### config.mk
export PLATFORM = sky130hd
export DESIGN_NAME = rns_conv_sched_flat
export DESIGN_NICKNAME = d
export VERILOG_FILES = /design/src/rtl/rns_conv_sched_pkg.sv /design/src/rtl/rns_conv_sched_if.sv /design/src/rtl/rns_conv_sched_result_fifo.sv /design/src/rtl/rns_conv_sched.sv /design/src/flat_wrapper.sv
export SDC_FILE = /design/constraint.sdc
export NUM_CORES = 1
export LEC_CHECK = 0
export ABC_AREA = 1
export ABC_CLOCK_PERIOD_IN_PS = 7900
export BUFFER_PORTS_ARGS = -buffer_cell sky130_fd_sc_hd__buf_2
export CAP_MARGIN = 20
export CORE_ASPECT_RATIO = 0.8
export CORE_MARGIN = 10
export CORE_UTILIZATION = 50
export CTS_CLUSTER_DIAMETER = 40
export DETAILED_ROUTE_END_ITERATION = 16
export PLACE_DENSITY = 0.73
export SYNTH_ARGS = -nofsm -noshare
export SYNTH_HDL_FRONTEND = slang
export SYNTH_SLANG_ARGS = --single-unit
### constraint.sdc
create_clock -name clk -period 7.9 [get_ports clk]
set_clock_uncertainty 0.05 [all_clocks]
set_input_delay 0.79 -clock clk [delete_from_list [all_inputs] [get_ports clk]]
set_output_delay 0.79 -clock clk [all_outputs]
set_load 0.05 [all_outputs]
### src/rtl/rns_conv_sched_pkg.sv
// Shared constants and entry types for the 32/31/21/5 residue number system scheduler.
// Widths here fix the operand, residue and result-entry layouts used across the block.
package rns_32_31_21_5_pkg;

  localparam int MOD_1 = 32;
  localparam int MOD_2 = 31;
  localparam int MOD_3 = 21;
  localparam int MOD_4 = 5;
  localparam int RNS_M = MOD_1 * MOD_2 * MOD_3 * MOD_4;

  localparam int DYN_SIZE = 16;
  localparam int MAX_MOD  = 5;
  localparam int OP_W     = DYN_SIZE + 1;
  // Wide enough for the largest supported requester count (8).
  localparam int ID_W     = 3;

  typedef logic [OP_W-1:0] operand_t;

  typedef struct packed {
    logic [ID_W-1:0]    id;
    logic [MAX_MOD-1:0] res1;
    logic [MAX_MOD-1:0] res2;
    logic [MAX_MOD-1:0] res3;
    logic [MAX_MOD-1:0] res4;
    logic               err;
  } res_entry_t;

  typedef struct packed {
    logic            vld;
    logic [ID_W-1:0] id;
    logic            err;
  } tag_t;

  function automatic logic out_of_range(input operand_t n);
    return n >= OP_W'(RNS_M);
  endfunction

endpackage

### src/rtl/rns_conv_sched_if.sv
// Requester, converter and result-side signals of the scheduler; master is the scheduler side.
// out_err exists only when RNS_RANGE_CHECK_EN is defined.
interface rns_conv_sched_if
  import rns_32_31_21_5_pkg::*;
#(
  parameter int NUM_REQ = 4
) ();

  localparam int IW = $clog2(NUM_REQ);

  logic [NUM_REQ-1:0]      req_valid;
  logic [NUM_REQ-1:0]      req_ready;
  logic [NUM_REQ*OP_W-1:0] req_data;

  logic [OP_W-1:0]    conv_n;
  logic [MAX_MOD-1:0] conv_res_1;
  logic [MAX_MOD-1:0] conv_res_2;
  logic [MAX_MOD-1:0] conv_res_3;
  logic [MAX_MOD-1:0] conv_res_4;

  logic               out_valid;
  logic               out_ready;
  logic [IW-1:0]      out_id;
  logic [MAX_MOD-1:0] out_res_1;
  logic [MAX_MOD-1:0] out_res_2;
  logic [MAX_MOD-1:0] out_res_3;
  logic [MAX_MOD-1:0] out_res_4;
  logic               busy;
`ifdef RNS_RANGE_CHECK_EN
  logic               out_err;
`endif

  modport master (
`ifdef RNS_RANGE_CHECK_EN
    output out_err,
`endif
    input  req_valid, req_data,
    output req_ready,
    output conv_n,
    input  conv_res_1, conv_res_2, conv_res_3, conv_res_4,
    output out_valid, out_id, out_res_1, out_res_2, out_res_3, out_res_4,
    input  out_ready,
    output busy
  );

  modport slave (
`ifdef RNS_RANGE_CHECK_EN
    input  out_err,
`endif
    output req_valid, req_data,
    input  req_ready,
    input  conv_n,
    output conv_res_1, conv_res_2, conv_res_3, conv_res_4,
    input  out_valid, out_id, out_res_1, out_res_2, out_res_3, out_res_4,
    output out_ready,
    input  busy
  );

endinterface

### src/rtl/rns_conv_sched_result_fifo.sv
// Synchronous result FIFO with occupancy count; head is combinational, reads zero when empty.
// One-cycle push-to-visible; pushes while full are dropped (upstream credits prevent them).
module rns_result_fifo
  import rns_32_31_21_5_pkg::*;
#(
  parameter int DEPTH = 4,
  localparam int AW = $clog2(DEPTH),
  localparam int CW = AW + 1
) (
  input  logic          clk,
  input  logic          reset,
  input  logic          push_i,
  input  res_entry_t    push_dat_i,
  input  logic          pop_i,
  output res_entry_t    head_o,
  output logic          empty_o,
  output logic [CW-1:0] count_o
);

  res_entry_t    mem_q [DEPTH];
  logic [AW-1:0] wr_q, wr_d;
  logic [AW-1:0] rd_q, rd_d;
  logic [CW-1:0] cnt_q, cnt_d;
  logic          do_push, do_pop;

  assign do_pop  = pop_i && (cnt_q != '0);
  assign do_push = push_i && (cnt_q != CW'(DEPTH));

  // Power-of-two depth lets the pointers wrap on their own.
  always_comb begin
    wr_d  = wr_q + AW'(do_push);
    rd_d  = rd_q + AW'(do_pop);
    cnt_d = cnt_q + CW'(do_push) - CW'(do_pop);
  end

  always_ff @(posedge clk) begin
    if (reset) begin
      wr_q  <= '0;
      rd_q  <= '0;
      cnt_q <= '0;
    end else begin
      wr_q  <= wr_d;
      rd_q  <= rd_d;
      cnt_q <= cnt_d;
    end
  end

  always_ff @(posedge clk) begin
    if (do_push) begin
      mem_q[wr_q] <= push_dat_i;
    end
  end

  assign empty_o = (cnt_q == '0);
  assign count_o = cnt_q;
  assign head_o  = empty_o ? '0 : mem_q[rd_q];

endmodule

### src/rtl/rns_conv_sched.sv
// Round-robin, credit-gated sharing of one pipelined binary-to-RNS converter; results in issue order.
// Latency CONV_LAT+1 operand to out_valid; RNS_RANGE_CHECK_EN adds a per-result out-of-range flag.
module rns_conv_sched
  import rns_32_31_21_5_pkg::*;
#(
  parameter int NUM_REQ    = 4,
  parameter int CONV_LAT   = 1,
  parameter int FIFO_DEPTH = 4
) (
  input  logic             clk,
  input  logic             reset,
  rns_conv_sched_if.master bus
);

  localparam int IW = $clog2(NUM_REQ);
  localparam int CW = $clog2(FIFO_DEPTH) + 1;

  logic [IW-1:0]      ptr_q, ptr_d;
  operand_t           conv_n_q, conv_n_d;
  tag_t               tag_q [CONV_LAT];
  tag_t               tag_in;
  logic               credit_ok;
  logic               gnt_vld;
  logic [IW-1:0]      gnt_idx;
  logic [IW-1:0]      cand;
  logic [NUM_REQ-1:0] ready;
  operand_t           gnt_dat;
  logic [3:0]         inflight_cnt;
  logic [CW-1:0]      fifo_cnt;
  logic               fifo_empty;
  logic               push, pop;
  res_entry_t         push_dat, head;
  logic               unused_head;

  always_comb begin
    inflight_cnt = '0;
    for (int s = 0; s < CONV_LAT; s++) begin
      inflight_cnt = inflight_cnt + 4'(tag_q[s].vld);
    end
  end

  // A pop only frees its slot once fifo_cnt has updated, i.e. from the next cycle.
  assign credit_ok = (32'(fifo_cnt) + 32'(inflight_cnt)) < 32'(FIFO_DEPTH);

  always_comb begin
    gnt_vld = 1'b0;
    gnt_idx = '0;
    cand    = '0;
    ready   = '0;
    for (int i = 0; i < NUM_REQ; i++) begin
      cand = IW'((32'(ptr_q) + 32'(i)) % 32'(NUM_REQ));
      if (!gnt_vld && credit_ok && bus.req_valid[cand]) begin
        gnt_vld = 1'b1;
        gnt_idx = cand;
      end
    end
    if (gnt_vld) begin
      ready[gnt_idx] = 1'b1;
    end
  end

  assign gnt_dat = bus.req_data[gnt_idx*OP_W +: OP_W];

  always_comb begin
    ptr_d    = ptr_q;
    conv_n_d = conv_n_q;
    tag_in   = '0;
    if (gnt_vld) begin
      ptr_d      = (gnt_idx == IW'(NUM_REQ - 1)) ? '0 : gnt_idx + 1'b1;
      conv_n_d   = gnt_dat;
      tag_in.vld = 1'b1;
      tag_in.id  = ID_W'(gnt_idx);
`ifdef RNS_RANGE_CHECK_EN
      tag_in.err = out_of_range(gnt_dat);
`else
      tag_in.err = 1'b0;
`endif
    end
  end

  always_ff @(posedge clk) begin
    if (reset) begin
      ptr_q    <= '0;
      conv_n_q <= '0;
      for (int s = 0; s < CONV_LAT; s++) begin
        tag_q[s] <= '0;
      end
    end else begin
      ptr_q    <= ptr_d;
      conv_n_q <= conv_n_d;
      tag_q[0] <= tag_in;
      for (int s = 1; s < CONV_LAT; s++) begin
        tag_q[s] <= tag_q[s-1];
      end
    end
  end

  // The last tag stage lines up with the residues of the operand it describes.
  always_comb begin
    push_dat      = '0;
    push_dat.id   = tag_q[CONV_LAT-1].id;
    push_dat.res1 = bus.conv_res_1;
    push_dat.res2 = bus.conv_res_2;
    push_dat.res3 = bus.conv_res_3;
    push_dat.res4 = bus.conv_res_4;
    push_dat.err  = tag_q[CONV_LAT-1].err;
  end

  assign push = tag_q[CONV_LAT-1].vld;
  assign pop  = !fifo_empty && bus.out_ready;

  rns_result_fifo #(
    .DEPTH (FIFO_DEPTH)
  ) u_fifo (
    .clk        (clk),
    .reset      (reset),
    .push_i     (push),
    .push_dat_i (push_dat),
    .pop_i      (pop),
    .head_o     (head),
    .empty_o    (fifo_empty),
    .count_o    (fifo_cnt)
  );

  assign bus.req_ready = ready;
  assign bus.conv_n    = conv_n_q;
  assign bus.out_valid = !fifo_empty;
  assign bus.out_id    = head.id[IW-1:0];
  assign bus.out_res_1 = head.res1;
  assign bus.out_res_2 = head.res2;
  assign bus.out_res_3 = head.res3;
  assign bus.out_res_4 = head.res4;
  assign bus.busy      = (inflight_cnt != '0) || (fifo_cnt != '0);
`ifdef RNS_RANGE_CHECK_EN
  assign bus.out_err   = head.err;
`endif

  assign unused_head = &{1'b0, head.id, head.err};

endmodule
### src/flat_wrapper.sv
// flat-port wrapper written by rule: the top's interface ports become plain ports
module rns_conv_sched_flat import rns_32_31_21_5_pkg::*;
#(
  parameter int NUM_REQ    = 4,
  parameter int CONV_LAT   = 1,
  parameter int FIFO_DEPTH = 4
)
  (clk, reset, bus_req_valid, bus_req_data, bus_req_ready, bus_conv_n, bus_conv_res_1, bus_conv_res_2, bus_conv_res_3, bus_conv_res_4, bus_out_valid, bus_out_id, bus_out_res_1, bus_out_res_2, bus_out_res_3, bus_out_res_4, bus_out_ready, bus_busy);
  rns_conv_sched_if #(.NUM_REQ(NUM_REQ)) bus_i ();
  input  logic clk;
  input  logic reset;
  input wire logic [$bits(bus_i.req_valid)-1:0] bus_req_valid;
  input wire logic [$bits(bus_i.req_data)-1:0] bus_req_data;
  output wire logic [$bits(bus_i.req_ready)-1:0] bus_req_ready;
  output wire logic [$bits(bus_i.conv_n)-1:0] bus_conv_n;
  input wire logic [$bits(bus_i.conv_res_1)-1:0] bus_conv_res_1;
  input wire logic [$bits(bus_i.conv_res_2)-1:0] bus_conv_res_2;
  input wire logic [$bits(bus_i.conv_res_3)-1:0] bus_conv_res_3;
  input wire logic [$bits(bus_i.conv_res_4)-1:0] bus_conv_res_4;
  output wire logic [$bits(bus_i.out_valid)-1:0] bus_out_valid;
  output wire logic [$bits(bus_i.out_id)-1:0] bus_out_id;
  output wire logic [$bits(bus_i.out_res_1)-1:0] bus_out_res_1;
  output wire logic [$bits(bus_i.out_res_2)-1:0] bus_out_res_2;
  output wire logic [$bits(bus_i.out_res_3)-1:0] bus_out_res_3;
  output wire logic [$bits(bus_i.out_res_4)-1:0] bus_out_res_4;
  input wire logic [$bits(bus_i.out_ready)-1:0] bus_out_ready;
  output wire logic [$bits(bus_i.busy)-1:0] bus_busy;
  assign bus_i.req_valid = bus_req_valid;
  assign bus_i.req_data = bus_req_data;
  assign bus_req_ready = bus_i.req_ready;
  assign bus_conv_n = bus_i.conv_n;
  assign bus_i.conv_res_1 = bus_conv_res_1;
  assign bus_i.conv_res_2 = bus_conv_res_2;
  assign bus_i.conv_res_3 = bus_conv_res_3;
  assign bus_i.conv_res_4 = bus_conv_res_4;
  assign bus_out_valid = bus_i.out_valid;
  assign bus_out_id = bus_i.out_id;
  assign bus_out_res_1 = bus_i.out_res_1;
  assign bus_out_res_2 = bus_i.out_res_2;
  assign bus_out_res_3 = bus_i.out_res_3;
  assign bus_out_res_4 = bus_i.out_res_4;
  assign bus_i.out_ready = bus_out_ready;
  assign bus_busy = bus_i.busy;
  rns_conv_sched #(.NUM_REQ(NUM_REQ), .CONV_LAT(CONV_LAT), .FIFO_DEPTH(FIFO_DEPTH)) u_core (.clk(clk), .reset(reset), .bus(bus_i));
endmodule
# After elaboration in Yosys (flattened, before gate mapping)
# Memories as Yosys holds them, arrays and structs flattened. A register that Yosys moved wholly into a read port is not among the register bits.
# Cells that the tools add are included.
[word_totals] elab_cells=76 input_bits=95 output_inout_bits=45 reg_bits=26 ramBits=101 memories=2
[mem_list] memory="u_core.u_fifo.mem_q" words=4 width=24 read_ports=1 rd_ports_with_merged_regs=1 wr=1 line="rns_conv_sched_result_fifo.sv:20" text="res_entry_t mem_q [DEPTH];"
[mem_list] memory="u_core.tag_q" words=1 width=5 read_ports=1 rd_ports_with_merged_regs=0 wr=1 line="rns_conv_sched.sv:20" text="tag_t tag_q [CONV_LAT];"
[classes] muxes=30 add_sub_neg=9 magnitude_cmp=7 shifts=1 n_eq_ne=2 mul=1 reduce_logical=19
[op_table] cell="$shiftx A68 B8 Y17" n=1
[op_table] cell="$lt A32 B3 Y1 const B" n=1
[op_table] cell="$mux W23" n=1
[op_table] cell="$lt A2 B3 Y1 const B" n=5
[op_table] cell="$mux W1" n=15
[op_table] cell="$mux W2" n=6
[op_table] cell="$logic_and A1 B1 Y1" n=11
[op_table] cell="$mux W5" n=2
[op_table] cell="$bmux W1 S2" n=4
[op_table] cell="$mul A2 B5 Y7 const B" n=1
[op_table] cell="$reduce_or A5 Y1" n=1
[op_table] cell="$add A2 B1 Y2" n=2
[op_table] cell="$add A2 B1 Y2 const B" n=2
[op_table] cell="$add A2 B2 Y2 const B" n=2
[op_table] cell="$add A3 B1 Y4" n=1
[op_table] cell="$logic_not A1 Y1" n=4
[op_table] cell="$mux W4" n=1
[op_table] cell="$add A3 B1 Y3" n=1
[op_table] cell="$logic_not A3 Y1" n=1
[op_table] cell="$ne A3 B3 Y1 const B" n=1
[op_table] cell="$reduce_bool A3 Y1" n=1
[op_table] cell="$sub A3 B1 Y3" n=1
[op_table] cell="$demux W1 S2" n=1
[op_table] cell="$eq A2 B2 Y1 const B" n=1
[op_table] cell="other kinds (2)" n=2

# Longest topological paths before layout
# Gate-level depths: netlist of the first run.
# An unclocked memory read counts as a cell.
[logic_depth] word_depth=22 mapped_depth=19 depth_no_buf=16

# Cells and area by module
# From an unflattened synthesis of the first run, not the netlist that was laid out.
[unflattened] cells_unflattened=704 area_unflattened_um2=6224.7
[modules_own_cells] mod="rns_result_fifo" cells_each=334 area_each_um2=4140.2 seq_area_each_um2=3022.9 instances=1
[modules_own_cells] mod="rns_conv_sched" cells_each=370 area_each_um2=2084.5 seq_area_each_um2=440.4 instances=1

# Worst setup path before layout of the first run
# No wires, ideal clock.
[synth_path] path_kind="input -> output" startpoint="input bus_req_valid[3]" endpoint="output bus_req_ready[0]" setup_slack_ns=4.280 path_stages=10 path_buffers=1 t_required_ns=7.060 arrival_time_ns=2.780 cell_sequence="inv_1 nand2_1 nand3_1 nand2_1 a21oi_1 nand2_2 nand2_2 buf_4 inv_2 nor3_1"
[synth_via] elab_chain_len=21 word_cells_on_any_way=32 cone_classes="2 x order compare; 19 x mux; 11 x reduce/logical"
[synth_rtl] element="start: declaration" line="flat_wrapper.sv:12" text="input wire logic [$bits(bus_i.req_valid)-1:0] bus_req_valid;"
[synth_rtl] element="$bmux W1 S2" line="rns_conv_sched.sv:52" text="if (!gnt_vld && credit_ok && bus.req_valid[cand]) begin"
[synth_rtl] element="$mux W1 (not written as such)" line="rns_conv_sched.sv:52"
[synth_rtl] element="$logic_and A1 B1 Y1" line="rns_conv_sched.sv:52"
[synth_rtl] element="$mux W1" line="rns_conv_sched.sv:52"
[synth_rtl] element="$logic_not A1 Y1" line="rns_conv_sched.sv:52"
[synth_rtl] element="$logic_and A1 B1 Y1 (2 in a row)" line="rns_conv_sched.sv:52"
[synth_rtl] element="$mux W1" line="rns_conv_sched.sv:52"
[synth_rtl] element="$logic_not A1 Y1" line="rns_conv_sched.sv:52"
[synth_rtl] element="[... 3 more ...]"
[synth_rtl] element="$logic_not A1 Y1" line="rns_conv_sched.sv:52"
[synth_rtl] element="$logic_and A1 B1 Y1 (2 in a row)" line="rns_conv_sched.sv:52"
[synth_rtl] element="$mux W2" line="rns_conv_sched.sv:52"
[synth_rtl] element="$lt A2 B3 Y1 (not written as such) or $ge A2 B1 Y1 (tied branches)" line="rns_conv_sched.sv:58" text="ready[gnt_idx] = 1'b1;"
[synth_rtl] element="$logic_and A1 B1 Y1 (not written as such)" line="rns_conv_sched.sv:58"
[synth_rtl] element="$mux W1 (not written as such)" line="rns_conv_sched.sv:58"
[synth_rtl] element="$demux W1 S2"
[synth_rtl] element="$mux W4 *" line="rns_conv_sched.sv:57" text="if (gnt_vld) begin"
[synth_rtl] element="end: declaration" line="flat_wrapper.sv:14" text="output wire logic [$bits(bus_i.req_ready)-1:0] bus_req_ready;"
# Mark *: on every way between the ends. The rest lies on a longest branch, timed or not. The select of a mux whose other input is x is not followed.

# Worst setup path in the final report of the first run
[layout_path] startpoint="register u_core.ptr_q[0]" endpoint="output bus_req_ready[1]"
[layout_via] elab_chain_len=21 word_cells_on_any_way=35 cone_classes="3 x add/sub; 2 x order compare; 19 x mux; 11 x reduce/logical"
[layout_rtl] element="start: declaration" line="rns_conv_sched.sv:18" text="logic [IW-1:0] ptr_q, ptr_d;"
[layout_rtl] element="start signal: assignment" line="rns_conv_sched.sv:89" text="ptr_q <= ptr_d;"
[layout_rtl] element="$bmux W1 S2" line="rns_conv_sched.sv:52"
[layout_rtl] element="$mux W1 (not written as such)" line="rns_conv_sched.sv:52"
[layout_rtl] element="$logic_and A1 B1 Y1" line="rns_conv_sched.sv:52"
[layout_rtl] element="$mux W1" line="rns_conv_sched.sv:52"
[layout_rtl] element="$logic_not A1 Y1" line="rns_conv_sched.sv:52"
[layout_rtl] element="$logic_and A1 B1 Y1 (2 in a row)" line="rns_conv_sched.sv:52"
[layout_rtl] element="$mux W1" line="rns_conv_sched.sv:52"
[layout_rtl] element="$logic_not A1 Y1" line="rns_conv_sched.sv:52"
[layout_rtl] element="[... 3 more ...]"
[layout_rtl] element="$logic_not A1 Y1" line="rns_conv_sched.sv:52"
[layout_rtl] element="$logic_and A1 B1 Y1 (2 in a row)" line="rns_conv_sched.sv:52"
[layout_rtl] element="$mux W2" line="rns_conv_sched.sv:52"
[layout_rtl] element="$lt A2 B3 Y1 (not written as such) or $ge A2 B1 Y1 (tied branches)" line="rns_conv_sched.sv:58"
[layout_rtl] element="$logic_and A1 B1 Y1 (not written as such)" line="rns_conv_sched.sv:58"
[layout_rtl] element="$mux W1 (not written as such)" line="rns_conv_sched.sv:58"
[layout_rtl] element="$demux W1 S2"
[layout_rtl] element="$mux W4 *" line="rns_conv_sched.sv:57"
# Marks and branches as above.

==> results by group, run 1 <==
STA
  – Fin. Hold Viols: 0
  – Setup TNS: 0 ps
  – Setup WS post-layout: 3780 ps
  – Final period util: 0.522
  – Slew Limit Headroom: 0.346
  – Hold Slack: approximately 430 ps
  – Max Clk Rate: 0.242 GHz
  – Fin. max-slew vios: 0
  – Final setup violation count: 0
  – Slew of the pin with the lowest slew margin: 979 ps
  – RSZ-0062 raised after global routing: no
  – Minimum clock period: 4120 ps

Final layout
  – ANT cells: 0
  – Net count reported at finish: 890
  – Area grow syn2layout: 22.7%
  – Layout cells sized above 1: 0.238
  – Most frequent cells in the layout: nand2_1, buf_2, nor2_1
  – Most common cell after layout, fill and taps aside: nand2_1
  – # fillers: between 900 and 1,000
  – Core Util, Final: 0.635

Drt
  – Vias per cell: 5.21
  – Pre-Repair DR Iteration Count: 7
  – Routed WL per cell: 15.1 um
  – Via Count: just under 5,000
  – Drt drc: 0
  – 1st-iter DRT viols: 362
  – DRT antenna net count: 0
  – Routed wire length: roughly 14,000 um

Clocking
  – Cts bufs inserted: 17
  – Root Buffer: clkbuf_16
  – CTS H-tree depth: 4
  – Hold_buf cts: 0
  – # Post-CTS Setup Buffers: 0
  – Longest Clk Path Bufs: 2
  – Clock slew at reported path FFs: about 50 ps
  – CTS tree: yes
  – Clock Sinks: 117
  – Worst-skew pair later-pin latency: 400 ps
  – Post-cts sizing count: 0

Global routing
  – Pin count of the biggest net entering global routing: between 40 and 50
  – Vias in the first global route: 4,841
  – GRT overflow: 0
  – Initial antenna violation count: 0
  – Total global-route track usage: 0.173
  – First-pass GRT wire length: 22,800 um

Yosys
  – Synth Area in Adders: 0.0145
  – Synth Cell Area: 5680 um^2
  – Flops & latches, synth: 117
  – Simple-gate area share of the yosys netlist: 0.253
  – Synth Area in Compound Gates: 0.0835
  – Main combinational cell family by area after synthesis: simple AND/OR/NAND/NOR gates
  – Synth Area in XOR/XNOR: 0.00463
  – Synth warn: 0
  – Mux share of post-synthesis cell area: 0
  – Avg Inst Size Synth: 8.62 um^2
  – Net Count, Synth: 760
  – Post-synthesis sequential area ratio: 0.568
  – Cells after synthesis: 659
  – Distinct cells, synth: 30

Pwr
  – Peak VDD IR: ~0.00022 V
  – PD cells: between 400 and 500 nW/um^2
  – Leakage: 3.32 nW

Placement
  – Pre-CTS worst setup slack: 4030 ps
  – Final Wtd Congestion: around 0.86
  – Port bufs: 139
  – Post-DP HPWL: 9870 um

Worst setup path
  – Crit path max fanout: 35
  – CP required: 7060 ps
  – Crit. End Element: primary output
  – Startpoint Class: register
  – Crit path DAT: roughly 3300 ps
  – Setup CP Type: register to primary output

Floorplanning
  – Top Ports: 140
  – Initial Utilization: 0.517
  – CORE AREA: 11,000 um^2
  – Total die area: 16,000 um^2
  – Die Y: 115 um
  – Row count: 34
  – Die width: ~140 um

Min path
  – Min-delay worst type: register to register

Flow run
  – Total of max-cap violations: 0

Outcome
  – Status: finished clean
routing by layer:
layer / up-vias / track usage / part of all wire
li1: 2431 / - / -
met1: 2290 / 0.200 / 0.42
met2: 169 / 0.300 / 0.50
met3: 24 / 0.0490 / 0.060
met4: 0 / 0.0687 / 0.017
met5: - / 0 / 0
report_power, final:
group / switching [mW] / internal, mW
clock network: 0.235 / 0.417
logic: 1.35 / 0.470
registers: 0.0675 / 0.820
total: 1.65 / 1.71
cells in the mapped netlist:
| cell | n | area (um^2) |
|---|---|---|
| nor2_1 | 102 | 383 |
| a211oi_1 | 1 | 7.51 |
| or2_2 | 2 | 12.5 |
| nor2_2 | 2 | 12.5 |
| a21oi_1 | 23 | 115 |
| ha_1 | 5 | 62.6 |
| inv_2 | 3 | 11.3 |
| buf_2 | 9 | 45.0 |
| nand2_2 | 6 | 37.5 |
| a31oi_1 | 1 | 6.26 |
| fa_1 | 1 | 20.0 |
| clkbuf_1 | 16 | 60.1 |
| inv_1 | 59 | 221 |
| o21ai_0 | 62 | 310 |
| inv_4 | 1 | 6.26 |
| buf_4 | 4 | 30.0 |
| o21ai_1 | 2 | 10.0 |
| nand4_2 | 1 | 12.5 |
| buf_1 | 2 | 7.51 |
| buf_6 | 5 | 56.3 |
| edfxtp_1 | 88 | 2640 |
| o21ai_2 | 1 | 8.76 |
| nand2_1 | 146 | 548 |
| nor3_1 | 5 | 25.0 |
| nand3_1 | 76 | 380 |
| xnor2_1 | 3 | 26.3 |
| nand4_1 | 2 | 12.5 |
| o21ai_4 | 1 | 16.3 |
| dfxtp_1 | 29 | 581 |
| nand3_2 | 1 | 10.0 |
stage by stage:
step / cells / total power [mW] / cell area (um^2)
floorplan: 659 / 2.34 / 5680
global route: 944 / 3.60 / 6970
CTS: 942 / 3.35 / 6930
detailed placement: 912 / 2.69 / 6420
finish: 944 / 3.36 / 6970
global placement: 912 / 2.64 / 6420
flip-flops by register name, summed over array words and instances (netlist names):
name,cells
u_core.u_fifo.wr_q,2
u_core.u_fifo.rd_q,2
u_core.bus.conv_n,17
u_core.u_fifo.count_o,3
u_core.tag_q,3
u_core.ptr_q,2
u_core.u_fifo.mem_q,88
critical path, stage by stage, from the launching register on:
cell	delay, ps
dfxtp_1	550
inv_4	140
nand2_1	90
nand2_1	120
nand2_1	110
nand2_1	110
o21ai_4	180
nand3_2	100
nand2_2	450
nand2_2	410
inv_2	190
nand2_1	90
inv_1	80
buf_2	260
path summary, 6_finish.rpt:
kind | to | cells past startpoint | startpoint | slack, ps
hold reg to reg | u_core.u_fifo.mem_q[1][22] | 0 | u_core.tag_q[0][2] | 430
setup reg to reg | u_core.bus.conv_n[1] | 15 | u_core.ptr_q[0] | 5000
hold / removal | u_core.u_fifo.mem_q[1][22] | 0 | u_core.tag_q[0][2] | 430
setup / recovery | bus_req_ready[1] | 13 | u_core.ptr_q[0] | 3780
cells by family (layout without fill, tap and decap cells):
kind of cell / count (synthesis) / after routing
AOI/OAI and AO/OA: 91 / 91
xor gates and xnor gates: 3 / 3
adders and majority gates: 6 / 6
buffers and inverters: 99 / 240
DFF: 117 / 117
and+or+nand+nor: 343 / 343
layout make-up:
class | count | area (um^2) | share of cell area
Timing Repair Buffer | 147 | 783 | 0.112
Tap cell | 144 | 180 | 0.0259
Clock buffer | 20 | 437 | 0.0627
Clock inverter | 10 | 66.3 | 0.00952
Inverter | 63 | 239 | 0.0343
Sequential cell | 117 | 3220 | 0.463
Multi-Input combinational cell | 443 | 2040 | 0.293
(Power assumes the default switching activity.)
==> run 2, diff against run 1 <==
--- a/config.mk
+++ b/config.mk
@@ -6,12 +6,12 @@
 export NUM_CORES = 1
 export LEC_CHECK = 0
 export ABC_AREA = 1
-export ABC_CLOCK_PERIOD_IN_PS = 7900
+export ABC_CLOCK_PERIOD_IN_PS = 3550
 export BUFFER_PORTS_ARGS = -buffer_cell sky130_fd_sc_hd__buf_2
 export CAP_MARGIN = 20
 export CORE_ASPECT_RATIO = 0.8
 export CORE_MARGIN = 10
-export CORE_UTILIZATION = 50
+export CORE_UTILIZATION = 48
 export CTS_CLUSTER_DIAMETER = 40
 export DETAILED_ROUTE_END_ITERATION = 16
 export PLACE_DENSITY = 0.73
==> constraint.sdc (replaced) <==
create_clock -name clk -period 3.55 [get_ports clk]
set_clock_uncertainty 0.05 [all_clocks]
set_input_delay 0.355 -clock clk [delete_from_list [all_inputs] [get_ports clk]]
set_output_delay 0.355 -clock clk [all_outputs]
set_load 0.05 [all_outputs]
==> results by group, run 2 (same netlist as run 1, synthesis figures left out) <==
Pwr
  – Switching portion of total power: 0.489
  – Leakage: 3.35 nW
  – Clk pwr share: 0.210
  – Internal: a little under 4 mW
  – Share of power burned in registers: 0.257
  – Peak VDD IR: 0.000569 V
  – Combinational power share: 0.533
  – PD cells: between 1000 and 1500 nW/um^2
  – Sw Pwr: between 3 and 4 mW

Floorplanning
  – Row count: 35
  – Die width: between 100 and 150 um
  – CORE AREA: 11,600 um^2
  – Die Y: 117 um
  – Initial Utilization: 0.491
  – Top Ports: 140
  – Total die area: 16,600 um^2

Placement
  – Post-DP HPWL: 9870 um
  – Final Wtd Congestion: 0.886
  – Port bufs: 139

STA
  – Fin. Hold Viols: 0
  – RSZ-0062 raised after global routing: no
  – Setup TNS: 0 ps
  – Max Clk Rate: 0.314 GHz
  – Slew of the pin with the lowest slew margin: 832 ps
  – Final period util: 0.897
  – Slew Limit Headroom: 0.445
  – Minimum clock period: 3180 ps
  – Final setup violation count: 0
  – Fin. max-slew vios: 0

Worst setup path
  – CP required: 3140 ps
  – Crit path max fanout: 20
  – Register-to-Register Path Depth: 14
  – R2R Path End: u_core.bus.conv_n[12]
  – Crit-path cells: ha_1, nand3_1, nand3_1, inv_1, nand2_1, nand3_2, nor2_1, nor2_2, buf_4, inv_2, nand2_1, inv_1, buf_2
  – Largest stage delay on the critical path: 440 ps
  – Crit. End Element: primary output
  – FF-to-FF Start: u_core.u_fifo.count_o[1]
  – Startpoint Class: register
  – CP top delay family: buffers and inverters
  – Setup CP Type: register to primary output
  – Crit path DAT: 2780 ps
  – WP buf/inv: 5
  – Reg2Reg Setup Slack: 1000 ps
  – Slowest-stage cell, CP: dfxtp_1

Clocking
  – CTS H-tree depth: 4
  – Cts bufs inserted: 17
  – Clock Sinks: 117
  – Post-cts sizing count: 0
  – Longest Clk Path Bufs: 2
  – Worst-skew pair later-pin latency: 400 ps
  – # Post-CTS Setup Buffers: 0
  – Clock slew at reported path FFs: about 60 ps
  – CTS tree: yes
  – Root Buffer: clkbuf_16
  – Hold_buf cts: 0

Final layout
  – Core Util, Final: 0.611
  – ANT cells: 0
  – Most frequent cells in the layout: nand2_1, buf_2, nor2_1
  – Area grow syn2layout: 24.3%
  – Max reg flops: 88
  – Largest Register: u_core.u_fifo.mem_q
  – # fillers: 1,010
  – Most common cell after layout, fill and taps aside: nand2_1
  – Layout cells sized above 1: 0.253
  – Net count reported at finish: 894

Global routing
  – Pin count of the biggest net entering global routing: 46
  – GRT overflow: 0
  – Vias in the first global route: 4,812
  – Total global-route track usage: 0.175
  – Initial antenna violation count: 1
  – First-pass GRT wire length: 23,300 um

Min path
  – Hold path depth: 1
  – Hold Path Sink: u_core.u_fifo.mem_q[1][17]
  – HP Start: bus_conv_res_1[1]
  – Min-delay worst type: primary input to register

Drt
  – Routed WL per cell: between 15 and 20 um
  – Pre-Repair DR Iteration Count: 5
  – Via Count: 4,942
  – Routed wire length: approximately 15,000 um
  – 1st-iter DRT viols: 466
  – DRT antenna net count: 0
  – Drt drc: 0
  – Vias per cell: between 5 and 6

Outcome
  – Status: finished clean

Flow run
  – Total of max-cap violations: 0
## run 2: cell count changes in the layout (fill, tap and decap cells not counted)
cell,before,now
dfxtp_2,0,1
dfxtp_1,29,28
clkinv_4,0,1
clkinv_2,2,3
clkinvlp_4,0,6
clkinv_1,7,3
buf_4,6,11
clkbuf_1,3,0
buf_8,1,0
bufinv_16,1,2
## run 2: worst max-delay path by stage
stage / startpoint / endpoint / cells past startpoint
CTS: u_core.ptr_q[0] / bus_req_ready[2] / 14
global route: u_core.u_fifo.count_o[1] / bus_req_ready[2] / 13
global placement: u_core.ptr_q[0] / bus_req_ready[2] / 14
finish: u_core.u_fifo.count_o[1] / bus_req_ready[2] / 13
detailed placement: u_core.ptr_q[0] / bus_req_ready[2] / 14
floorplan: u_core.u_fifo.count_o[1] / bus_req_ready[0] / 11
## run 2: power groups by stage
| stage | clock (mW) | combinational, mW | sequential (mW) |
|---|---|---|---|
| global placement | 0 | 3.98 | 1.97 |
| floorplan | 0 | 3.02 | 2.20 |
| detailed placement | 0 | 4.04 | 1.99 |
| global route | 1.71 | 4.52 | 1.99 |
| CTS | 1.63 | 4.07 | 1.96 |
| finish | 1.60 | 4.08 | 1.97 |
## run 2: per-layer routing
| layer | global-route usage | share of wire |
|---|---|---|
| met1 | 0.200 | 0.42 |
| met2 | 0.308 | 0.52 |
| met3 | 0.0544 | 0.052 |
| met4 | 0.0544 | 0.0091 |
| met5 | 0 | 0.00089 |
## run 2: per-stage QoR
stage	instance area [um^2]	hold WS (ps)	std cells	setup slack, ps	power [mW]
after floorplan	5680	388	659	566	5.22
after global placement	6460	411	921	819	5.95
after detailed placement	6460	428	921	725	6.03
after CTS	7030	102	953	276	7.66
after global routing	7060	96.9	954	74.4	8.22
final	7060	122	954	367	7.65
## run 2: cell type report
| type | count | area [um^2] | area share |
|---|---|---|---|
| clock buffer | 17 | 425 | 0.0603 |
| clock inverter | 15 | 140 | 0.0199 |
| timing repair buffer | 151 | 806 | 0.114 |
| inverter | 63 | 239 | 0.0339 |
| multi-input combinational | 443 | 2040 | 0.289 |
| tap | 148 | 185 | 0.0262 |
| sequential | 117 | 3220 | 0.457 |
==> run 3, diff against run 2 <==
--- a/config.mk
+++ b/config.mk
@@ -6,12 +6,12 @@
 export NUM_CORES = 1
 export LEC_CHECK = 0
 export ABC_AREA = 1
-export ABC_CLOCK_PERIOD_IN_PS = 3550
+export ABC_CLOCK_PERIOD_IN_PS = 3100
 export BUFFER_PORTS_ARGS = -buffer_cell sky130_fd_sc_hd__buf_2
 export CAP_MARGIN = 20
 export CORE_ASPECT_RATIO = 0.8
 export CORE_MARGIN = 10
-export CORE_UTILIZATION = 48
+export CORE_UTILIZATION = 50
 export CTS_CLUSTER_DIAMETER = 40
 export DETAILED_ROUTE_END_ITERATION = 16
 export PLACE_DENSITY = 0.73
==> constraint.sdc (replaced) <==
create_clock -name clk -period 3.1 [get_ports clk]
set_clock_uncertainty 0.05 [all_clocks]
set_input_delay 0.31 -clock clk [delete_from_list [all_inputs] [get_ports clk]]
set_output_delay 0.31 -clock clk [all_outputs]
set_load 0.05 [all_outputs]
==> results by group, run 3 (same netlist as run 1, synthesis figures left out) <==
Outcome
  – Status: finished clean

Drt
  – Routed wire length: 14,900 um
  – DRT antenna net count: 0
  – Routed WL per cell: approximately 16 um
  – Pre-Repair DR Iteration Count: 6
  – 1st-iter DRT viols: ~480
  – Vias per cell: between 5 and 6
  – Via Count: 4,956
  – Drt drc: 0

STA
  – RSZ-0062 raised after global routing: no
  – Final setup violation count: 0
  – Minimum clock period: 2870 ps
  – Slew Limit Headroom: 0.443
  – Final period util: 0.925
  – Setup TNS: 0 ps
  – Slew of the pin with the lowest slew margin: 835 ps
  – Max Clk Rate: 0.349 GHz
  – Fin. Hold Viols: 0
  – Fin. max-slew vios: 0

Worst setup path
  – Startpoint Class: register
  – Crit path top cell by count: nand3_1
  – Crit path DAT: 2510 ps
  – WP buf/inv: 3
  – Register-to-Register Path Depth: 14
  – CP top delay family: simple AND/OR/NAND/NOR gates
  – Largest stage delay on the critical path: 350 ps
  – CP required: around 2700 ps
  – Crit path max fanout: 20
  – Crit. End Element: primary output
  – Crit-path cells: ha_1, nand3_1, nand3_1, inv_1, nand2_1, nand3_2, nor2_1, nor2_2, inv_4, nor3_1, buf_2
  – Setup CP Type: register to primary output
  – Crit path depth: 11
  – Slowest-stage cell, CP: dfxtp_1

Floorplanning
  – Total die area: 16,000 um^2
  – CORE AREA: 11,000 um^2
  – Die Y: 115 um
  – Die width: 139 um
  – Row count: 34
  – Top Ports: 140
  – Initial Utilization: 0.517

Pwr
  – Internal: 4.57 mW
  – PD cells: 1260 nW/um^2
  – Pwr Total: around 8.9 mW
  – Leakage: 3.37 nW
  – Combinational power share: 0.530
  – Clk pwr share: 0.217
  – Share of power burned in registers: 0.253
  – Sw Pwr: approximately 4.3 mW
  – Switching portion of total power: 0.486
  – Peak VDD IR: slightly above 0.0006 V

Final layout
  – Layout cells sized above 1: 0.257
  – Footprint of the multi-input gates: 2040 um^2
  – Finished Layout Cells: 952
  – FF+latch area: 3220 um^2
  – Net count reported at finish: 896
  – Area grow syn2layout: 24.6%
  – Max reg flops: 88
  – # fillers: 923
  – Most frequent cells in the layout: nand2_1, buf_2, nor2_1
  – ANT cells: 0
  – Most common cell after layout, fill and taps aside: nand2_1
  – Largest Register: u_core.u_fifo.mem_q

Clocking
  – Worst-skew pair later-pin latency: 400 ps
  – CTS tree: yes
  – Cts bufs inserted: 17
  – # Post-CTS Setup Buffers: 0
  – Clock slew at reported path FFs: 60 ps
  – Clock Sinks: 117
  – CTS H-tree depth: 4
  – Root Buffer: clkbuf_16
  – Longest Clk Path Bufs: 2

Placement
  – Placed insts: 920
  – Port bufs: roughly 140
  – Post-DP HPWL: ~10000 um
  – Final Wtd Congestion: between 0.8 and 0.9

Global routing
  – Total global-route track usage: 0.182
  – Vias in the first global route: 4,918
  – Initial antenna violation count: 0
  – First-pass GRT wire length: 24,100 um
  – GRT overflow: 0
  – Pin count of the biggest net entering global routing: between 40 and 50

Min path
  – Min-delay worst type: primary input to register
  – Hold path depth: 1

Flow run
  – Total of max-cap violations: 0
## run 3: cell types whose count changed in the layout (fill, tap and decap cells not counted)
cell	before	now
inv_4	1	2
clkinv_1	3	1
buf_4	11	14
buf_16	1	0
inv_2	3	2
bufinv_16	2	3
clkinvlp_4	6	3
clkinv_2	3	6
clkinv_4	1	2
## run 3: final timing paths
path                            startpoint  slack, ps                         end
setup / recovery  u_core.u_fifo.count_o[1]        230            bus_req_ready[0]
setup reg to reg  u_core.u_fifo.count_o[1]        570        u_core.bus.conv_n[2]
hold / removal           bus_conv_res_1[1]         70  u_core.u_fifo.mem_q[0][17]
hold reg to reg         u_core.tag_q[0][2]        450  u_core.u_fifo.mem_q[1][22]
## run 3: layout make-up
cell class                      count  share of cell area
Multi-Input combinational cell    443               0.288
Timing Repair Buffer              153               0.113
Clock buffer                       17              0.0601
Clock inverter                     15              0.0232
Tap cell                          144              0.0255
Inverter                           63              0.0341
Sequential cell                   117               0.456
## run 3: worst register-to-register path: stages, from the launching register on
cell	delay [ps]
dfxtp_1	350
ha_1	210
nand3_1	70
nand3_1	150
inv_1	200
nand4_1	150
nand2_2	100
buf_4	330
nand2_2	300
nand3_1	170
nand2_1	80
nand2_1	80
nand3_1	70
nand2_1	70
inv_1	30
## run 3: metrics by stage
step	utilization	hold WS [ps]	cell area (um^2)	worst slack [ps]
global placement	0.591	426	6480	628
finish	0.645	71.2	7080	233
floorplan	-	359	5680	161
detailed placement	0.591	428	6480	538
CTS	0.644	60.3	7070	100
global route	0.645	66.3	7080	34.8
## run 3: power groups by stage
| stage | Clock [mW] | Sequential (mW) | Combinational (mW) |
|---|---|---|---|
| after floorplan | 0 | 2.52 | 3.46 |
| after global placement | 0 | 2.25 | 4.61 |
| after CTS | 1.96 | 2.24 | 4.72 |
| after global routing | 2.02 | 2.28 | 5.20 |
| final | 1.93 | 2.25 | 4.71 |
| after detailed placement | 0 | 2.27 | 4.69 |
## run 3: layer usage
layer	up-vias	track usage	wire, um
li1	2451	-	-
met1	2305	0.214	6300
met2	184	0.326	7620
met3	16	0.0412	826
met4	0	0.0611	194
met5	-	0	0
## run 3: what timing repair did
item                                    in CTS  in global routing
hold buffers                                 0                  0
endpoints found under the setup margin       0                  3
gates resized for setup                      0                  3
endpoints found under the hold margin        0                  0
